===== src/rtl/bcd_disp_pkg.sv =====
// Shared constants for the BCD scan display: segment patterns (bit 0 = a .. bit 6 = g,
// active-high) and the scan-index width helper.
package bcd_disp_pkg;

    localparam logic [6:0] SEG_0    = 7'b0111111;
    localparam logic [6:0] SEG_1    = 7'b0000110;
    localparam logic [6:0] SEG_2    = 7'b1011011;
    localparam logic [6:0] SEG_3    = 7'b1001111;
    localparam logic [6:0] SEG_4    = 7'b1100110;
    localparam logic [6:0] SEG_5    = 7'b1101101;
    localparam logic [6:0] SEG_6    = 7'b1111101;
    localparam logic [6:0] SEG_7    = 7'b0000111;
    localparam logic [6:0] SEG_8    = 7'b1111111;
    localparam logic [6:0] SEG_9    = 7'b1101111;
    localparam logic [6:0] SEG_DASH = 7'b1000000;
    localparam logic [6:0] SEG_OFF  = 7'b0000000;

    // Index width never drops below one bit so NDIG=1 still has a legal vector.
    function automatic int idx_width(input int n);
        return (n > 1) ? $clog2(n) : 1;
    endfunction

endpackage


===== src/rtl/bcd_to_seg.sv =====
// Combinational BCD nibble to seven-segment decoder; non-decimal codes show a dash.
module bcd_to_seg
    import bcd_disp_pkg::*;
(
    input  logic [3:0] bcd,
    output logic [6:0] seg
);

    always_comb begin
        case (bcd)
            4'd0:    seg = SEG_0;
            4'd1:    seg = SEG_1;
            4'd2:    seg = SEG_2;
            4'd3:    seg = SEG_3;
            4'd4:    seg = SEG_4;
            4'd5:    seg = SEG_5;
            4'd6:    seg = SEG_6;
            4'd7:    seg = SEG_7;
            4'd8:    seg = SEG_8;
            4'd9:    seg = SEG_9;
            default: seg = SEG_DASH;
        endcase
    end

endmodule


===== src/rtl/bcd_scan_display.sv =====
// Time-multiplexed seven-segment scanner with dead cycle, sticky invalid-nibble flag and
// frame pulse. Define SCAN_LZB_EN to enable leading-zero blanking.
module bcd_scan_display
    import bcd_disp_pkg::*;
#(
    parameter int NDIG = 4,
    parameter int DIV  = 50000
) (
    input  logic              clk,
    input  logic              R,
    input  logic              load,
    input  logic [4*NDIG-1:0] digits,
    input  logic              blank,
    output logic [6:0]        seg,
    output logic [NDIG-1:0]   an,
    output logic              err,
    output logic              frame
);

    localparam int IW = idx_width(NDIG);
    localparam int CW = (DIV > 1) ? $clog2(DIV) : 1;

    if (DIV < 2) begin : g_bad_div
        $error("bcd_scan_display: DIV must be >= 2");
    end
    if (NDIG < 1 || NDIG > 8) begin : g_bad_ndig
        $error("bcd_scan_display: NDIG must be in 1..8");
    end

    logic [CW-1:0]          cnt_q, cnt_d;
    logic [IW-1:0]          idx_q, idx_d;
    logic                   dead_q, dead_d;
    logic [NDIG-1:0][3:0]   hold_q, hold_d;
    logic                   err_q, err_d;
    logic [6:0]             seg_q, seg_d;
    logic [NDIG-1:0]        an_q, an_d;
    logic                   frame_q, frame_d;

    logic                   tick;
    logic                   bad_nib;
    logic [NDIG-1:0]        lzb;
    logic [6:0]             dec_seg;

    bcd_to_seg u_dec (
        .bcd (hold_q[idx_q]),
        .seg (dec_seg)
    );

    assign tick = (cnt_q == CW'(DIV - 1));

    always_comb begin
        bad_nib = 1'b0;
        for (int k = 0; k < NDIG; k++) begin
            if (digits[4*k +: 4] > 4'd9) bad_nib = 1'b1;
        end
    end

`ifdef SCAN_LZB_EN
    // Walk down from the most significant digit; a digit goes dark while everything
    // above it (and itself) is zero. Digit 0 is never masked.
    logic lz_run;
    always_comb begin
        lz_run = 1'b1;
        lzb    = '0;
        for (int k = NDIG - 1; k >= 0; k--) begin
            lz_run = lz_run & (hold_q[k] == 4'd0);
            if (k != 0) lzb[k] = lz_run;
        end
    end
`else
    assign lzb = '0;
`endif

    always_comb begin
        cnt_d   = tick ? '0 : cnt_q + CW'(1);
        idx_d   = idx_q;
        dead_d  = tick;
        hold_d  = hold_q;
        err_d   = err_q;
        if (tick) idx_d = (idx_q == IW'(NDIG - 1)) ? '0 : idx_q + IW'(1);
        if (load) begin
            hold_d = digits;
            if (bad_nib) err_d = 1'b1;
        end

        // Outputs sample the pre-edge state, so a slot change shows one dark cycle
        // before the new digit is enabled.
        an_d  = '1;
        seg_d = SEG_OFF;
        if (!(blank || dead_q || lzb[idx_q])) begin
            an_d[idx_q] = 1'b0;
            seg_d       = dec_seg;
        end
        frame_d = dead_q && (idx_q == '0);
    end

    always_ff @(posedge clk or negedge R) begin
        if (!R) begin
            cnt_q   <= '0;
            idx_q   <= '0;
            dead_q  <= 1'b0;
            hold_q  <= '0;
            err_q   <= 1'b0;
            seg_q   <= SEG_OFF;
            an_q    <= '1;
            frame_q <= 1'b0;
        end else begin
            cnt_q   <= cnt_d;
            idx_q   <= idx_d;
            dead_q  <= dead_d;
            hold_q  <= hold_d;
            err_q   <= err_d;
            seg_q   <= seg_d;
            an_q    <= an_d;
            frame_q <= frame_d;
        end
    end

    assign seg   = seg_q;
    assign an    = an_q;
    assign err   = err_q;
    assign frame = frame_q;

endmodule


===== config.mk =====
export PLATFORM = sky130hd
export DESIGN_NAME = bcd_scan_display
export DESIGN_NICKNAME = d
export VERILOG_FILES = /design/src/rtl/bcd_disp_pkg.sv /design/src/rtl/bcd_to_seg.sv /design/src/rtl/bcd_scan_display.sv
export SDC_FILE = /design/constraint.sdc
export NUM_CORES = 1
export LEC_CHECK = 0
export BUFFER_PORTS_ARGS = -buffer_cell sky130_fd_sc_hd__buf_2
export CAP_MARGIN = 20
export CELL_PAD_IN_SITES_DETAIL_PLACEMENT = 1
export CELL_PAD_IN_SITES_GLOBAL_PLACEMENT = 2
export CORE_MARGIN = 8
export CORE_UTILIZATION = 40
export CTS_CLUSTER_DIAMETER = 80
export CTS_CLUSTER_SIZE = 30
export DETAILED_ROUTE_END_ITERATION = 16
export PLACE_DENSITY_LB_ADDON = 0.3
export SLEW_MARGIN = 20
export SYNTH_ARGS = -nofsm -noshare
export SYNTH_HDL_FRONTEND = slang
export SYNTH_SLANG_ARGS = --single-unit

===== constraint.sdc =====
create_clock -name clk -period 3 [get_ports clk]
set_input_delay 0.15 -clock clk [delete_from_list [all_inputs] [get_ports clk]]
set_output_delay 0.15 -clock clk [all_outputs]
set_load 0.03 [all_outputs]

## Word-level counts from Yosys, hierarchy flattened

Memory sizes are Yosys's and may differ from the RTL's.
Cells that the tools add are included.

| word-level totals | value |
|---|---|
| output and inout port bits | 13 |
| flip-flop bits (word level) | 48 |
| logic and storage cells | 43 |
| bits in read-only memories | 112 |
| memories kept | 1 |

| cells by class | value |
|---|---|
| bitwise gates (word level) | 1 |
| reductions and logical operators | 6 |
| $add $sub $neg | 2 |
| eq/ne operators | 2 |
| muxes and demuxes | 14 |
| $lt $le $gt $ge | 6 |

Memories:

| name | depth | width | read ports | clocked after Yosys merged registers in | wr ports | line | RTL |
|---|---|---|---|---|---|---|---|
| (name not given) | 16 | 7 | 1 | 0 | 0 | bcd_to_seg.sv:10 | `case (bcd)` |

Operators by type and width:

| operator | number |
|---|---|
| $add A16 B1 Y16 const B | 1 |
| $eq A16 B16 Y1 const B | 1 |
| $gt A4 B4 Y1 const B | 4 |
| $mux W16 | 1 |
| $bmux W4 S2 | 1 |
| $mux W4 | 2 |
| $mux W7 | 1 |
| $mux W1 | 6 |
| $not A4 Y4 | 1 |
| $lt A2 B3 Y1 const B | 1 |
| $add A2 B1 Y2 const B | 1 |
| $bmux W1 S2 | 1 |
| $demux W1 S2 | 1 |
| $eq A2 B2 Y1 const B | 1 |
| $ge A2 B1 Y1 const B | 1 |
| $logic_and A1 B1 Y1 | 2 |
| $logic_not A2 Y1 | 1 |
| $logic_or A1 B1 Y1 | 2 |
| $mux W2 | 1 |
| $reduce_and A2 Y1 | 1 |

## Logic depth before layout (Yosys ltp)

Gate-level depths: netlist of run 1.

| depth | value |
|---|---|
| depth after elaboration | 6 |
| gate-level depth with buffers | 7 |
| mapped depth without buffers | 6 |

## Modules after synthesis

From an unflattened synthesis of run 1, not the netlist that was laid out.

| unflattened totals | value |
|---|---|
| cells, all modules | 184 |
| area total of the unflattened synthesis | 2,265.9 sq um |

Modules (own cells, without submodules):

| module | sequential area each (sq um) | cells an instance | area each (sq um) | times used |
|---|---|---|---|---|
| bcd_scan_display | 1,206.2 | 155 | 2,038.2 | 1 |
| bcd_to_seg | 0.0 | 29 | 227.7 | 1 |

## Least setup slack after synthesis of run 1

Ideal clock, no wire load.

| timing | value |
|---|---|
| path type | register to register |
| start | register idx_q[0] |
| end | register seg_q[3] (netlist: seg[3]) |
| slack | 1.003 ns |
| clock period less this slack | 1.997 ns |
| data arrival time | 1.876 ns |
| cell stages (with the launch flop) | 8 |
| required time | 2.879 ns |
| path through | dfrtp_1 -> clkbuf_1 -> mux4_2 -> inv_1 -> ha_1 -> nand2b_1 -> a21oi_1 -> nor2_1 |

| on the way | value |
|---|---|
| word-level cells in the longest chain between the ends | 4 |

Ends and longest elaborated chain:

| element | line | RTL |
|---|---|---|
| start, declared | bcd_scan_display.sv:31 | `logic [IW-1:0] idx_q, idx_d;` |
| start signal, assigned | bcd_scan_display.sv:109 | `idx_q <= idx_d;` |
| $bmux W4 S2 or $bmux W1 S2 (tied branches) | bcd_scan_display.sv:45, bcd_scan_display.sv:90 |  |
| $mux W4 (not written as such) or $mux W1 (tied branches) | bcd_scan_display.sv:45, bcd_scan_display.sv:90 |  |
| $mem_v2 Z16 W7 or $logic_or A1 B1 Y1 (tied branches) | n/a |  |
| $mux W7 * | bcd_scan_display.sv:90 | `if (!(blank \|\| dead_q \|\| lzb[idx_q])) begin` |
| via seg_d[3] | bcd_scan_display.sv:35 | `logic [6:0] seg_q, seg_d;` |
| end signal, assigned | bcd_scan_display.sv:113 | `seg_q <= seg_d;` |
| end, declared | bcd_scan_display.sv:35 |  |

Mark *: on every way through the listed nets, which the timed path passes. The rest lies on a longest branch. The select of a mux whose other input is x is not followed.
A chain may end at the register's enable or synchronous reset.

## Worst setup path in the final report of run 1

Same ends and word-level chain as after synthesis.

==> parameters.txt, run 1 <==
Parameter                              Value

Worst setup path
  Crit Path Class ... flop to flop
  Req. time, crit path ... 3.18 ns
  Slack of the worst reg-to-reg path ... 0.95 ns
  R2r endpoint ... seg[3]
  Data arrival at the endpoint of the critical path ... 2.23 ns
  Startpoint class of the critical path ... flop
  Number of cells traversed by the worst register-to-register path ... 6
  Worst setup path startpoint ... idx_q[0]
  Top fanout value on the critical path ... 9
  Startpoint of the lowest-slack register-to-register path ... idx_q[0]
  Endpoint kind of the worst setup timing path ... flop

Yosys
  Top flip-flop cell by instance count after synthesis ... dfrtp_1
  Synthesized area per cell ... 12.6 µm²
  Leading area contributor after synthesis ... dfrtp_1
  Total of flip-flops plus latches after synthesis ... 48
  Nets in the synthesized netlist ... 203
  Cells after Synth ... 173
  Count of flip-flops with a built-in enable after synthesis ... 0
  Fraction of the yosys area taken by sequential cells ... 0.555
  Share of synthesized registers carrying an async set or reset ... 1.00
  Area share of the largest cell type after synthesis ... 0.507
  List of most frequent post-synthesis cells ... dfrtp_1 (44), mux2_2 (17), nor2_1 (17), ha_1 (10), nand2_1 (10)
  Total of warnings raised by yosys ... 0
  Library cells used by synthesis ... 36
  Xor/xnor cell area share of the yosys netlist ... 0.0524
  Multiplexer area fraction after synthesis ... 0.135
  Post-synthesis compound-gate area fraction ... 0.0386
  Dominant cells by area after synthesis ... dfrtp_1 (51%), mux2_2 (8.8%), ha_1 (5.8%), dfstp_2 (4.8%), mux4_2 (4.1%)
  Dominant combinational cell family by area after synthesis ... simple AND/OR/NAND/NOR gates
  Cell with the most instances after synthesis ... dfrtp_1
  Post-synthesis instance area ... 2170 µm²
  Adder-Cell Fraction of Synth Area ... 0.0576
  Simple-gate portion of the synthesized area ... 0.144

Drt
  Length of routed wiring on met1 ... 2030 µm
  Number of DRC violations after detailed routing ... 0
  Routed wire length ... 4530 µm
  DRC marker count from the first detailed-route iteration ... 68
  Met3 Wirelength ... 161 µm
  TritonRoute pass-1 iters ... 4
  Via count ... 1415
  Top routing layer used ... met4
  Routed via count divided by cell count ... 5.00
  Detail Route met2 WL ... 2310 µm
  Routed wirelength normalized by instance count ... 16.0 µm
  Post-route antenna net violation count ... 0

Timing
  Max Clk Rate ... 488 MHz
  # setup viols final ... 0
  Total Negative Setup Slacks ... 0 ns
  Slew at the pin closest to its max-slew limit ... 0.596 ns
  Final worst-path setup slack ... 0.952 ns
  Minimum clock period ... 2.05 ns
  Setup clock skew after layout ... 0.00724 ns
  Number of hold-slack violations in the final timing report ... 0
  Setup repair after global routing missed its margin ... no
  Final cycle utilization of the critical path ... 0.683
  Worst max-slew margin expressed relative to the limit ... 0.603
  Number of pins exceeding their max-slew limit in the final report ... 0

Floorplan
  Die width ... 89.7 µm
  Starting density of the core ... 0.405
  Number of ports placed on the die boundary ... 33
  Height of the die ... 89.7 µm
  Std cell rows ... 27
  Core Box Area ... 5370 µm²
  Die Outline Area ... 8050 µm²

Worst hold path
  Hold path start ... digits[8]
  Worst Hold End ... hold_q[8]
  Cell count of the worst hold path ... 2
  Worst min path class ... input pin to flop

Clock tree
  # resized after CTS ... 0
  Number of buffers between clock root and the deepest sink ... 2
  TritonCTS Sinks ... 48
  Clock tree from TritonCTS ... built
  Number of post-CTS setup repair buffers ... 0
  Number of buffers created by CTS ... 5
  Clock Root Buffer ... clkbuf_8
  Clock latency on the worst-skew pair ... 0.29 ns
  Clock transition at the registers of the reported paths ... 0.09 ns
  H-tree Lvls ... 2
  CTS Hold Bufs ... 0

Place
  Final estimated routing congestion in global placement ... 0.763
  HPWL after detailed placement ... 3460 µm
  Worst-case setup slack after placement ... 0.953 ns
  Number of input and output port buffers inserted ... 32
  Cell Count Post-Placement ... 274

Final layout
  Fraction of layout cells with a size suffix above 1 ... 0.351
  Post-Layout Cell Count ... 283
  Synthesis-to-layout area growth ... 17.8%
  Total number of nets in the final design ... 240
  Number of antenna diodes ... 0

Power
  Final total power ... 1.37 mW
  Reported leakage power ... 1.15 nW
  Worst vdd ir ... 0.326 mV
  Power Density ... 537 nW/µm²

GRT
  Vias in the first global route ... 1585
  Residual overflow from global routing ... 0
  GRT Overall Usage ... 0.121
  Number of antenna violations at the first check in global routing ... 0
  Global-route wire length before repair ... 7980 µm
  Maximum number of pins on one net before global-route repair ... 49

Flow run
  MaxCap Viol Count ... 0

Status
  Status ... complete, no violations
area by class of cell:
class,instances,area (µm²)
clock buffers,6,72.6
clock inverters,2,60.1
fillers,569,2810
inverters,6,22.5
multi-input cells,115,928
flip-flops and latches,48,1210
well taps,72,90.1
repair buffers,34,180
worst max-delay path: stages, from the launching register on:
cell and delay, ns:
dfrtp_1 0.59, mux4_2 0.61, inv_1 0.15, ha_1 0.26, nand2b_1 0.14, a21oi_1 0.14, nor2_1 0.06
metrics by stage:
| step | util | cell area (µm²) | hold WS [ns] |
|---|---|---|---|
| after global routing | 0.477 | 2560 | 0.0782 |
| after floorplan | - | 2170 | -0.146 |
| final | 0.477 | 2560 | 0.0884 |
| after CTS | 0.474 | 2550 | 0.0745 |
| after global placement | 0.450 | 2410 | 0.381 |
| after detailed placement | 0.450 | 2410 | 0.391 |
worst max-delay path by stage:
stage | to | slack (ns) | cells after the start
floorplan | seg[3] | 1.00 | 7
global placement | seg[3] | 1.05 | 6
detailed placement | seg[3] | 0.95 | 6
CTS | seg[3] | 0.93 | 6
global route | seg[3] | 0.83 | 6
finish | seg[3] | 0.95 | 6
report_power, final:
part	switching [mW]	internal (mW)	total, mW
Sequential	0.0145	0.679	0.694
Combinational	0.0793	0.0570	0.136
Clock	0.210	0.333	0.544
cell usage in the layout (no fill, tap or decap), drive strengths merged:
cell	instances
nor4	2
xor2	6
xnor2	7
or2	1
nand2	10
nand3	5
clkbuf	6
a21boi	1
or4b	1
nor2	17
bufinv	2
a21oi	6
and4	1
inv	6
dfrtp	44
and3	2
buf	33
nand2b	4
dfstp	4
nand4	6
ha	10
mux4	4
mux2	18
or3	2
a21o	1
nor2b	1
o21ai	7
or4	1
and2	2
dlygate4sd3	1
per-layer routing:
layer / GRT usage / up-vias
met5: 0 / -
met4: 0.0296 / 0
met3: 0.0374 / 2
met2: 0.206 / 22
met1: 0.143 / 722
li1: - / 669
cells by family (layout without fill, tap and decap cells):
kind of cell,Yosys count,count (layout)
and+or+nand+nor,55,55
DFF,48,48
muxes,22,22
AOI/OAI and AO/OA,15,15
xor gates and xnor gates,13,13
adders and majority gates,10,10
buffers and inverters,10,48
registers in the layout, summed over array words and instances (netlist names):
| register | count |
|---|---|
| hold_q | 16 |
| cnt_q | 16 |
| err | 1 |
| an | 4 |
| seg | 7 |
| dead_q | 1 |
| idx_q | 2 |
| frame | 1 |
(Power assumes the default switching activity.)
==> run 2, diff against run 1 <==
--- a/config.mk
+++ b/config.mk
@@ -10,7 +10,7 @@
 export CELL_PAD_IN_SITES_DETAIL_PLACEMENT = 1
 export CELL_PAD_IN_SITES_GLOBAL_PLACEMENT = 2
 export CORE_MARGIN = 8
-export CORE_UTILIZATION = 40
+export CORE_UTILIZATION = 38
 export CTS_CLUSTER_DIAMETER = 80
 export CTS_CLUSTER_SIZE = 30
 export DETAILED_ROUTE_END_ITERATION = 16
==> constraint.sdc (replaced) <==
create_clock -name clk -period 2 [get_ports clk]
set_input_delay 0.1 -clock clk [delete_from_list [all_inputs] [get_ports clk]]
set_output_delay 0.1 -clock clk [all_outputs]
set_load 0.03 [all_outputs]
==> run 2 against run 1 <==
  * Wire length decreased by 0.97%
  * Clock skew decreased by 0.0015 ns
  * Clock-buffer cell count grew 2
  * First-iteration DRC count is 59% lower
  * Sequential share of layout area shrank 0.066 points
  * Power rose by 34%
  * Cell count increased by 1.8%
  * Global-route usage is 0.72 points lower
  * Critical path type unchanged
  * Highest routed layer unchanged
==> parameters.txt, run 2 (synthesis results as in run 1) <==
Parameter                              Value

Status
  Status ... complete, no violations

GRT
  Vias in the first global route ... 1557
  GRT Overall Usage ... 0.113
  Maximum number of pins on one net before global-route repair ... 49
  Global-route wire length before repair ... 7710 µm
  Residual overflow from global routing ... 0
  Number of antenna violations at the first check in global routing ... 0

Worst setup path
  Crit Path Class ... flop to flop
  Highest-delay cell along the critical path ... or4b_1
  Family with the most delay on the worst path ... simple AND/OR/NAND/NOR gates
  Top fanout value on the critical path ... 4
  Cell chain of the critical path ... or4b_1 > nor4_2 > mux2_1
  Data arrival at the endpoint of the critical path ... 2.06 ns
  Startpoint class of the critical path ... flop
  Req. time, crit path ... 2.17 ns
  Number of buffers and inverters on the critical path ... 0
  Endpoint kind of the worst setup timing path ... flop
  Crit path largest cell delay ... 0.53 ns

Timing
  Final cycle utilization of the critical path ... 0.944
  # setup viols final ... 0
  Worst max-slew margin expressed relative to the limit ... 0.744
  Setup clock skew after layout ... 0.00571 ns
  Slew at the pin closest to its max-slew limit ... 0.381 ns
  Total Negative Setup Slacks ... 0 ns
  Max Clk Rate ... 530 MHz
  Minimum clock period ... 1.89 ns
  Setup repair after global routing missed its margin ... no
  Number of pins exceeding their max-slew limit in the final report ... 0
  Number of hold-slack violations in the final timing report ... 0
  Final worst-path setup slack ... 0.113 ns

Floorplan
  Height of the die ... 91.6 µm
  Number of ports placed on the die boundary ... 33
  Core Box Area ... 5510 µm²
  Std cell rows ... 27
  Die Outline Area ... 8400 µm²
  Die width ... 91.6 µm
  Starting density of the core ... 0.395

Clock tree
  Number of buffers created by CTS ... 5
  Clock transition at the registers of the reported paths ... 0.08 ns
  Clock Root Buffer ... clkbuf_8
  Number of buffers between clock root and the deepest sink ... 2
  TritonCTS Sinks ... 48
  Clock tree from TritonCTS ... built
  Clock latency on the worst-skew pair ... 0.30 ns
  H-tree Lvls ... 2

Place
  HPWL after detailed placement ... 3450 µm
  Final estimated routing congestion in global placement ... 0.733
  Worst-case setup slack after placement ... 0.0819 ns
  Cell Count Post-Placement ... 279
  Number of input and output port buffers inserted ... 32

Drt
  Detail Route met2 WL ... 2230 µm
  Met3 Wirelength ... 222 µm
  TritonRoute pass-1 iters ... 4
  Top routing layer used ... met4
  DRC marker count from the first detailed-route iteration ... 28
  Via count ... 1400
  Post-route antenna net violation count ... 0
  Length of routed wiring on met1 ... 1970 µm
  Routed via count divided by cell count ... 4.86
  Number of DRC violations after detailed routing ... 0
  Routed wirelength normalized by instance count ... 15.6 µm
  Routed wire length ... 4480 µm

Final layout
  Commonest cells after routing, fill and taps aside ... dfrtp_1 (43), buf_2 (32), nor2_1 (17), mux2_2 (17)
  Total number of nets in the final design ... 245
  Number of antenna diodes ... 0
  Fraction of layout cells with a size suffix above 1 ... 0.366
  Post-Layout Cell Count ... 288
  Synthesis-to-layout area growth ... 18.1%
  Most common cell after layout, fill and taps aside ... dfrtp_1
  Utilization of the core after routing ... 0.466

Power
  Worst vdd ir ... 0.278 mV
  Power Density ... 718 nW/µm²
  Reported leakage power ... 1.15 nW

Worst hold path
  Worst min path class ... input pin to flop

Flow run
  MaxCap Viol Count ... 0
run 2: cell count changes in the layout (fill, tap and decap cells not counted):
cell       change
dfrtp_2        +1
buf_2          +1
buf_12         +1
bufinv_16      -2
clkbuf_1       +1
clkbuf_8       +1
dfrtp_1        -1
buf_4          +3
run 2: final cells by class:
cell class	count	area, µm²
multi-input cells	115	928
flip-flops and latches	48	1210
inverters	6	22.5
repair buffers	39	228
clock buffers	8	90.1
fillers	607	2940
well taps	72	90.1
run 2: metrics by stage:
stage	hold slack [ns]	area [µm²]	power, mW
3_5_place_dp	0.105	2460	1.28
6_report	0.0331	2570	1.84
4_1_cts	0.0225	2560	1.87
5_1_grt	0.0185	2570	1.93
3_3_place_gp	0.0989	2460	1.26
2_1_floorplan	-0.196	2170	1.18
run 2: report_power, final:
part / switching [mW] / internal (mW)
clock: 0.306 / 0.282
combinational: 0.121 / 0.0925
sequential: 0.0207 / 1.02
run 2: final timing paths:
path                         endpoint       start  slack (ns)  cells after the start
max                          idx_q[0]   cnt_q[10]        0.11                      3
min                        hold_q[12]  digits[12]        0.03                      2
max reg2reg                  idx_q[0]   cnt_q[10]        0.11                      3
min reg2reg                       err         err        0.47                      1
max in group asynchronous       an[0]           R        1.41                      3
min in group asynchronous      seg[3]           R        0.31                      3
run 2: timing repair:
| action | in CTS | in global routing |
|---|---|---|
| endpoints found under the hold margin | 44 | 0 |
| hold buffers | 1 | 0 |
| buffers inserted | 0 | 0 |
| setup endpoints to repair | 0 | 2 |
| gates resized for setup | 0 | 1 |
run 2: worst reg2reg max path, stage by stage (launching register included):
cell,delay [ns]
dfrtp_1,0.45
or4b_1,0.53
nor4_2,0.41
mux2_1,0.38
run 2: metal layers:
| layer | vias to the layer above | global-route usage |
|---|---|---|
| met5 | - | 0 |
| met4 | 0 | 0.0409 |
| met3 | 7 | 0.0367 |
| met2 | 26 | 0.185 |
| met1 | 687 | 0.137 |
| li1 | 680 | - |
==> run 3, diff against run 2 <==
--- a/config.mk
+++ b/config.mk
@@ -10,7 +10,7 @@
 export CELL_PAD_IN_SITES_DETAIL_PLACEMENT = 1
 export CELL_PAD_IN_SITES_GLOBAL_PLACEMENT = 2
 export CORE_MARGIN = 8
-export CORE_UTILIZATION = 38
+export CORE_UTILIZATION = 34
 export CTS_CLUSTER_DIAMETER = 80
 export CTS_CLUSTER_SIZE = 30
 export DETAILED_ROUTE_END_ITERATION = 16
==> constraint.sdc (replaced) <==
create_clock -name clk -period 1.55 [get_ports clk]
set_input_delay 0.0775 -clock clk [delete_from_list [all_inputs] [get_ports clk]]
set_output_delay 0.0775 -clock clk [all_outputs]
set_load 0.03 [all_outputs]
==> run 3 against run 2 <==
  * Sequential share of layout area fell by 10 points
  * The run now ends with setup timing left
  * Critical endpoint is now cnt_q[8]
  * Flip-flop and latch count did not move
  * Utilization rose by 5.6 points
  * Largest power group unchanged
  * Clock-buffer cell count fell by 3
==> parameters.txt, run 3 (synthesis results as in run 1) <==
Parameter                              Value

Status
  Status ... complete, but fails checks
  Violated checks ... setup timing

Final layout
  Number of antenna diodes ... 0
  Total of fill cells in the finished design ... 642
  Total number of nets in the final design ... 296
  Most common cell after layout, fill and taps aside ... dfrtp_1
  Fraction of layout cells with a size suffix above 1 ... 0.581
  Synthesis-to-layout area growth ... 50.8%
  Finished layout cell area ... 3280 µm²
  Utilization of the core after routing ... 0.522
  Commonest cells after routing, fill and taps aside ... dfrtp_1 (42), buf_4 (34), buf_2 (32)

Worst setup path
  Endpoint kind of the worst setup timing path ... flop
  Startpoint class of the critical path ... flop
  Number of cells traversed by the worst register-to-register path ... 5
  Data arrival at the endpoint of the critical path ... 1.91 ns
  Crit Path Class ... flop to flop
  Req. time, crit path ... 1.74 ns
  Top fanout value on the critical path ... 5

Drt
  Via count ... 1643
  DRC marker count from the first detailed-route iteration ... 27
  Routed wire length ... 5750 µm
  TritonRoute pass-1 iters ... 4
  Number of DRC violations after detailed routing ... 0
  Post-route antenna net violation count ... 0
  Routed wirelength normalized by instance count ... 16.7 µm
  Routed via count divided by cell count ... 4.78

Timing
  Minimum clock period ... 1.72 ns
  Worst max-slew margin expressed relative to the limit ... 0.669
  Final cycle utilization of the critical path ... 1.11
  Setup clock skew after layout ... 0.00987 ns
  Number of hold-slack violations in the final timing report ... 0
  Number of pins exceeding their max-slew limit in the final report ... 0
  Setup repair after global routing missed its margin ... yes
  Slew at the pin closest to its max-slew limit ... 0.496 ns
  Total Negative Setup Slacks ... -2.36 ns
  Max Clk Rate ... 580 MHz
  Final worst-path setup slack ... -0.173 ns
  Worst hold slack ... 0.00938 ns
  # setup viols final ... 20

Clock tree
  Number of buffers created by CTS ... 5
  Clock Root Buffer ... clkbuf_8
  Clock transition at the registers of the reported paths ... 0.09 ns
  TritonCTS Sinks ... 48
  H-tree Lvls ... 2
  Clock latency on the worst-skew pair ... 0.30 ns
  Number of buffers between clock root and the deepest sink ... 2
  Clock tree from TritonCTS ... built

Floorplan
  Height of the die ... 96.0 µm
  Std cell rows ... 29
  Starting density of the core ... 0.346
  Number of ports placed on the die boundary ... 33
  Die width ... 96.0 µm
  Core Box Area ... 6280 µm²
  Die Outline Area ... 9210 µm²

Power
  Worst vdd ir ... 0.572 mV
  Reported leakage power ... 1.49 nW
  Share of total power in sequential cells ... 0.472
  Power Density ... 871 nW/µm²
  Net Switching ... 0.685 mW
  Net switching share of the total power ... 0.240
  Relative contribution of the clock network to total power ... 0.381
  Combinational Power Share ... 0.147
  Cell internal power dissipation ... 2.17 mW

Place
  Final estimated routing congestion in global placement ... 0.779
  Number of input and output port buffers inserted ... 32
  HPWL after detailed placement ... 4040 µm
  Cell Area, Placed ... 2730 µm²

GRT
  Maximum number of pins on one net before global-route repair ... 30
  Residual overflow from global routing ... 0
  Number of antenna violations at the first check in global routing ... 0
  Vias in the first global route ... 1914
  Global-route wire length before repair ... 9560 µm
  GRT Overall Usage ... 0.135

Worst hold path
  Cell count of the worst hold path ... 2
  Worst min path class ... input pin to flop

Flow run
  MaxCap Viol Count ... 0
-- run 3: cell types whose count changed in the layout (fill, tap and decap cells not counted), sizes merged --
cell,delta
bufinv,+2
clkbuf,-3
inv,+1
dlygate4sd3,+8
buf,+43
-- run 3: path summary, 6_finish.rpt --
kind | start | end | slack [ns]
max | cnt_q[11] | cnt_q[8] | -0.17
min | digits[4] | hold_q[4] | 0.009
max reg2reg | cnt_q[11] | cnt_q[8] | -0.17
min reg2reg | err | err | 0.46
max in group asynchronous | R | an[0] | 0.69
min in group asynchronous | R | seg[1] | 0.26
-- run 3: worst max-delay path: stages, from the launching register on --
cell and delay, ns:
dfrtp_1 0.44, or4b_4 0.52, nor4_4 0.30, buf_4 0.18
buf_6 0.12, nor2_1 0.06
-- run 3: timing repair --
item | 4_1_cts | 5_1_grt
gates cloned | 1 | 0
hold buffers | 9 | 0
buffers inserted | 12 | 3
endpoints found under the hold margin | 27 | 0
setup endpoints to repair | 20 | 22
gates resized for setup | 36 | 21
pin swaps | 18 | 16
-- run 3: power groups by stage --
stage	clock network [mW]	registers, mW	logic (mW)
CTS	1.13	1.35	0.399
global route	1.16	1.36	0.455
finish	1.09	1.35	0.421
floorplan	0	1.40	0.129
global placement	0	1.37	0.304
detailed placement	0	1.37	0.320
-- run 3: stage by stage --
| stage | total power, mW | setup WS, ns | cells |
|---|---|---|---|
| floorplan | 1.53 | -0.232 | 173 |
| global placement | 1.67 | -0.149 | 314 |
| detailed placement | 1.69 | -0.204 | 314 |
| CTS | 2.87 | -0.162 | 344 |
| global route | 2.97 | -0.249 | 344 |
| finish | 2.85 | -0.173 | 344 |
-- run 3: metal layers --
layer | routed length, µm | global-route usage | vias up
met5 | 0 | 0 | -
met1 | 2420 | 0.162 | 829
li1 | - | - | 779
met2 | 2990 | 0.235 | 30
met3 | 271 | 0.0335 | 5
met4 | 63 | 0.0384 | 0
-- run 3: layout make-up --
| type | instances | area (µm²) | area share |
|---|---|---|---|
| timing repair buffer | 90 | 683 | 0.208 |
| clock inverter | 3 | 68.8 | 0.0210 |
| tap | 77 | 96.3 | 0.0294 |
| clock buffer | 5 | 68.8 | 0.0210 |
| multi-input combinational | 115 | 1120 | 0.343 |
| sequential | 48 | 1210 | 0.369 |
| inverter | 6 | 27.5 | 0.00840 |
